**src/rtl/multicycle_control.sv**
```systemverilog
// Multicycle control unit: sequences FETCH/DECODE/EXEC/WB/MEM per instruction and drives the datapath control word.
// Latency: ALU instruction 4 cycles, memory instruction 3+N cycles (N = MEM cycles spent waiting on mem_ready).
// Backpressure: mem_ready stalls the unit in MEM; with MEM_TIMEOUT_EN defined a 16-cycle stall aborts to HALT with mem_err.
//
// Ports:
//   clk, rst_n (synchronous, active-low)  - clock and reset
//   start                                 - level, leaves IDLE into FETCH
//   op_code[2:0]                          - instruction at address pc, captured at the end of FETCH
//   mem_ready                             - RAM access complete, only looked at in MEM
//   pc[7:0], imem_rd                      - instruction-memory address and fetch strobe
//   wEnable_BR, SEL_dmx, OP_alu[3:0],
//   W_ram, R_ram                          - datapath control word
//   busy, halted, illegal, mem_err        - status (illegal and mem_err are sticky until reset)
//
// Optional feature: define MEM_TIMEOUT_EN to enable the MEM stall timeout.

module multicycle_control (
    input  logic       clk,
    input  logic       rst_n,
    input  logic       start,
    input  logic [2:0] op_code,
    input  logic       mem_ready,
    output logic [7:0] pc,
    output logic       imem_rd,
    output logic       wEnable_BR,
    output logic       SEL_dmx,
    output logic [3:0] OP_alu,
    output logic       W_ram,
    output logic       R_ram,
    output logic       busy,
    output logic       halted,
    output logic       illegal,
    output logic       mem_err
);

    localparam logic [2:0] IDLE   = 3'd0;
    localparam logic [2:0] FETCH  = 3'd1;
    localparam logic [2:0] DECODE = 3'd2;
    localparam logic [2:0] EXEC   = 3'd3;
    localparam logic [2:0] WB     = 3'd4;
    localparam logic [2:0] MEM    = 3'd5;
    localparam logic [2:0] HALT   = 3'd6;

    // Opcodes
    localparam logic [2:0] OPC_ADD  = 3'b000;
    localparam logic [2:0] OPC_SUB  = 3'b001;
    localparam logic [2:0] OPC_SLT  = 3'b010;
    localparam logic [2:0] OPC_ST   = 3'b011;
    localparam logic [2:0] OPC_LD   = 3'b100;
    localparam logic [2:0] OPC_HALT = 3'b111;

    // ALU function codes
    localparam logic [3:0] ALU_ADD  = 4'b0010;
    localparam logic [3:0] ALU_SUB  = 4'b0110;
    localparam logic [3:0] ALU_SLT  = 4'b0111;
    localparam logic [3:0] ALU_NOP  = 4'b1111;

    logic [2:0] state;
    logic [2:0] state_nxt;
    logic [2:0] ir;
    logic       pc_inc;
    logic       set_illegal;
    logic [3:0] alu_sel;

`ifdef MEM_TIMEOUT_EN
    // Counts MEM cycles with mem_ready low; the 16th such cycle aborts.
    logic [3:0] wait_cnt;
    logic       timeout;

    assign timeout = (state == MEM) && !mem_ready && (wait_cnt == 4'hF);
`endif

    // ALU function for the instruction in ir; only meaningful for the ALU opcodes.
    always_comb begin
        alu_sel = ALU_NOP;
        case (ir)
            OPC_ADD: alu_sel = ALU_ADD;
            OPC_SUB: alu_sel = ALU_SUB;
            OPC_SLT: alu_sel = ALU_SLT;
            default: alu_sel = ALU_NOP;
        endcase
    end

    // Next-state logic
    always_comb begin
        state_nxt   = state;
        pc_inc      = 1'b0;
        set_illegal = 1'b0;
        case (state)
            IDLE: begin
                if (start) begin
                    state_nxt = FETCH;
                end
            end
            FETCH: begin
                state_nxt = DECODE;
            end
            DECODE: begin
                case (ir)
                    OPC_ADD, OPC_SUB, OPC_SLT: state_nxt = EXEC;
                    OPC_ST, OPC_LD:            state_nxt = MEM;
                    OPC_HALT:                  state_nxt = HALT;
                    default: begin
                        state_nxt   = HALT;
                        set_illegal = 1'b1;
                    end
                endcase
            end
            EXEC: begin
                state_nxt = WB;
            end
            WB: begin
                state_nxt = FETCH;
                pc_inc    = 1'b1;
            end
            MEM: begin
                // mem_ready in the 16th waiting cycle takes precedence over the timeout.
                if (mem_ready) begin
                    state_nxt = FETCH;
                    pc_inc    = 1'b1;
                end
`ifdef MEM_TIMEOUT_EN
                else if (timeout) begin
                    state_nxt = HALT;
                end
`endif
            end
            HALT: begin
                state_nxt = HALT;
            end
            default: begin
                state_nxt = IDLE;
            end
        endcase
    end

    // State, program counter, instruction register, sticky illegal flag
    always_ff @(posedge clk) begin
        if (!rst_n) begin
            state   <= IDLE;
            pc      <= 8'd0;
            ir      <= 3'b000;
            illegal <= 1'b0;
        end else begin
            state <= state_nxt;
            if (state == FETCH) begin
                ir <= op_code;
            end
            // Plain 8-bit add: wraps 255 -> 0 silently.
            if (pc_inc) begin
                pc <= pc + 8'd1;
            end
            if (set_illegal) begin
                illegal <= 1'b1;
            end
        end
    end

`ifdef MEM_TIMEOUT_EN
    always_ff @(posedge clk) begin
        if (!rst_n) begin
            wait_cnt <= 4'd0;
            mem_err  <= 1'b0;
        end else begin
            // Cleared on the way into MEM so every access gets a fresh budget.
            if (state == DECODE) begin
                wait_cnt <= 4'd0;
            end else if ((state == MEM) && !mem_ready) begin
                wait_cnt <= wait_cnt + 4'd1;
            end
            if (timeout) begin
                mem_err <= 1'b1;
            end
        end
    end
`else
    assign mem_err = 1'b0;
`endif

    // Control word: decoded from the registered state and ir only (Moore),
    // so a reset edge returns the idle word on the very next cycle.
    always_comb begin
        imem_rd    = 1'b0;
        wEnable_BR = 1'b0;
        SEL_dmx    = 1'b1;
        OP_alu     = ALU_NOP;
        W_ram      = 1'b0;
        R_ram      = 1'b0;
        case (state)
            FETCH: begin
                imem_rd = 1'b1;
            end
            EXEC: begin
                SEL_dmx = 1'b0;
                OP_alu  = alu_sel;
            end
            WB: begin
                // Mux select and ALU function held from EXEC while the register file writes.
                wEnable_BR = 1'b1;
                SEL_dmx    = 1'b0;
                OP_alu     = alu_sel;
            end
            MEM: begin
                SEL_dmx = 1'b1;
                if (ir == OPC_ST) begin
                    OP_alu = ALU_ADD;
                    W_ram  = 1'b1;
                end else begin
                    OP_alu = ALU_NOP;
                    R_ram  = 1'b1;
                end
            end
            default: begin
                imem_rd = 1'b0;
            end
        endcase
    end

    assign busy   = (state != IDLE) && (state != HALT);
    assign halted = (state == HALT);

endmodule

```
**config.mk**
```make
export PLATFORM = sky130hd
export DESIGN_NAME = multicycle_control
export DESIGN_NICKNAME = d
export VERILOG_FILES = /design/src/rtl/multicycle_control.sv
export SDC_FILE = /design/constraint.sdc
export NUM_CORES = 1
export LEC_CHECK = 0
export CORE_AREA = 2 2 58 46
export DETAILED_ROUTE_END_ITERATION = 8
export DIE_AREA = 0 0 60 48
export GPL_ROUTABILITY_DRIVEN = 0
export GPL_TIMING_DRIVEN = 0
export PLACE_DENSITY_LB_ADDON = 0.05
export REMOVE_ABC_BUFFERS = 1
export SYNTH_ARGS = -nofsm -noshare
export SYNTH_HDL_FRONTEND = slang
export SYNTH_SLANG_ARGS = --single-unit
export TNS_END_PERCENT = 1
```
**constraint.sdc**
```tcl
create_clock -name clk -period 1.27 [get_ports clk]
set_input_delay 0.254 -clock clk [delete_from_list [all_inputs] [get_ports clk]]
set_output_delay 0.254 -clock clk [all_outputs]
set_load 0.01 [all_outputs]
```
==> results_dict.tcl <==
set metrics [dict create \
    status "finished, violations left" \
    violations "setup timing" \
    vias_per_cell 5.36 \
    finalNonFillerCells 173 \
    dp_hpwl_um 1500 \
    h-tree-depth 1 \
    drt_iter0_drc 27 \
    rows 15 \
    worst_slack_ns -0.429 \
    clockRootBuffer "clkbuf_4" \
    path_class "flip-flop to primary output" \
    ctsHoldBuffers 0 \
    initial_core_util_pct 39.8 \
    crit_arrival_ns 1.45 \
    ys_ff_latch 15 \
    antenna_found_initial 0 \
    grt_pass1_vias 767 \
    port_buffers 25 \
    syn_avg_cell_area_sq_um 8.22 \
    setup_viol 20 \
    cp-startpoint "state[2]" \
    synth-seq-area-share_pct 33.2 \
    required_ns 1.02 \
    die_h_um 48 \
    async_flop_share_pct 0 \
    drive_gt1_share_pct 36.7 \
    antenna_cells 0 \
    cts_made_buffers 3 \
    slew_violations 0 \
    r2r-end "pc[5]" \
    core_sq_um 2270 \
    die_w_um 60 \
    synth-edff-count 0 \
    period_needed_ns 1.70 \
    p_per_area_nw_per_um2 1070 \
    postSynthCellCount 110 \
    period_share_pct 134 \
    dp.cells 158 \
    critPathCaptureType "primary output" \
    peakVddDrop_mv 0.576 \
    grt_first_pass_wirelength_um 3680 \
    cp_max_fo 7 \
    synth_top_area_share_pct 33.2 \
    finalPower_w 0.00141 \
    boundaryPins 28 \
    hold_class "flip-flop to flip-flop" \
    start_kind "flip-flop" \
    clkSinkCount 15 \
    rsz0062_at_grt "yes" \
    synthToLayoutAreaGrowth_pct 45.1 \
    via_count 928 \
    regToRegSetupSlack_ns -0.31 \
    yosys-top-cells-area "dfxtp_1 33%, a21oi_1 5.5%, mux2i_1 4.4%" \
    drcViolationCount 0 \
    synth_most_common_cell "dfxtp_1" \
    ys_types 37 \
    postLayoutCoreUtil_pct 57.8 \
    cts_tree "built" \
    yosys_warnings 0 \
    yosysTopAreaCell "dfxtp_1" \
    rr_worst_depth 4 \
    drv_cap 0 \
    die_area_sq_um 2880 \
    clock_path_buffers 2 \
    fmax_mhz 589 \
    synthTopCellsByCount "15 x dfxtp_1, 10 x a21oi_1, 7 x nor2_1" \
    dr.pass1.iters 4 \
    wirelength_um 2350 \
    fin_skew_ns 0.00980 \
    gr-usage-all-layers_pct 17.6 \
    worstSetupEndpoint "OP_alu[0]" \
    drtAntennaViolNets 0 \
    grt_overflow_total 0 \
    r2r-start "state[1]" \
    clk_pin_slew_ns 0.10 \
    p_leak_nw 0.514 \
    clkLatencyLatePin_ns 0.28 \
    grt_max_degree 16 \
    finalNetCount 148 \
    synthFlopType "dfxtp_1" \
    netlist_area_sq_um 905 \
    wl_per_cell_um 13.6 \
    hold_violations 0 \
]
## per-stage QoR
stage	area, sq um	setup TNS [ns]	hold slack [ns]	worst slack, ns
detailed placement	1130	-10.82	0.461	-0.803
floorplan	841	-1.62	0.363	-0.325
global placement	1130	-10.53	0.452	-0.784
global route	1310	-4.92	0.502	-0.489
finish	1310	-3.83	0.467	-0.429
CTS	1280	-3.59	0.471	-0.414
## registers in the layout (all words and copies together), names as in the netlist
signal	count
ir	3
illegal	1
state	3
pc	8
## cells in the final DEF (no fill, tap or decap), drive strengths merged, types with 2 or more instances in the layout
| cell | n |
|---|---|
| a211oi | 2 |
| nand2 | 5 |
| nand3b | 2 |
| inv | 5 |
| and3 | 2 |
| buf | 20 |
| mux2i | 4 |
| clkdlybuf4s50 | 6 |
| nand2b | 2 |
| dfxtp | 15 |
| nor3b | 4 |
| o21ai | 6 |
| dlygate4sd2 | 9 |
| nand3 | 4 |
| a21oi | 10 |
| conb | 2 |
| o31ai | 5 |
| nor4 | 2 |
| nor2b | 3 |
| nor2 | 7 |
| clkbuf | 4 |
| or4 | 5 |
| or3 | 2 |
## how the worst min path moves through the flow
stage / from / end / slack, ns / cells after the start
3_3_place_gp: pc[7] / pc[7] / 0.45 / 2
3_5_place_dp: pc[7] / pc[7] / 0.46 / 2
2_1_floorplan: rst_n / state[1] / 0.36 / 2
5_1_grt: pc[7] / pc[7] / 0.50 / 2
4_1_cts: pc[7] / pc[7] / 0.47 / 2
6_report: pc[7] / pc[7] / 0.47 / 2
## final cells by class
cell class | count | area, sq um
sequential | 15 | 334
timing repair buffer | 36 | 288
tap | 34 | 42.5
multi-input combinational | 79 | 603
fill | 205 | 958
clock buffer | 4 | 26.3
inverter | 5 | 18.8
## metal layers
| layer | global-route usage [%] | part of all wire (%) | vias up |
|---|---|---|---|
| li1 | - | - | 463 |
| met1 | 23.3 | 50 | 442 |
| met2 | 28.7 | 46 | 21 |
| met3 | 5.14 | 3.9 | 2 |
| met4 | 4.00 | 0.51 | 0 |
| met5 | 0 | 0 | - |
## worst max-delay path, stage by stage (launching register included)
cell	delay, ns
dfxtp_4	0.42
nor3b_4	0.25
a21oi_2	0.06
o32a_1	0.28
buf_2	0.14
## cells by family after synthesis
kind of cell    count (synthesis)  synth area share [%]
simple gates                   42                  29.9
xor+xnor                        1                 0.968
compound gates                 29                  20.2
mux                             4                  4.43
flops                          15                  33.2
buf+inv                        16                  9.13
fa+ha+maj                       1                  1.38
other cells                     2                 0.830
## where the power goes
part | leakage [nW] | internal, W | switching (W)
clock network | 0.0150 | 0.000122 | 0.000153
logic | 0.370 | 0.000286 | 0.000230
registers | 0.129 | 0.000515 | 0.000103
total | 0.514 | 0.000923 | 0.000486
## timing repair
action / in CTS / in global routing
pin swaps: 12 / 1
gates resized for setup: 78 / 11
buffers inserted: 9 / 2
setup endpoints to repair: 33 / 23
Note: power is estimated with default switching activity, not from simulation.
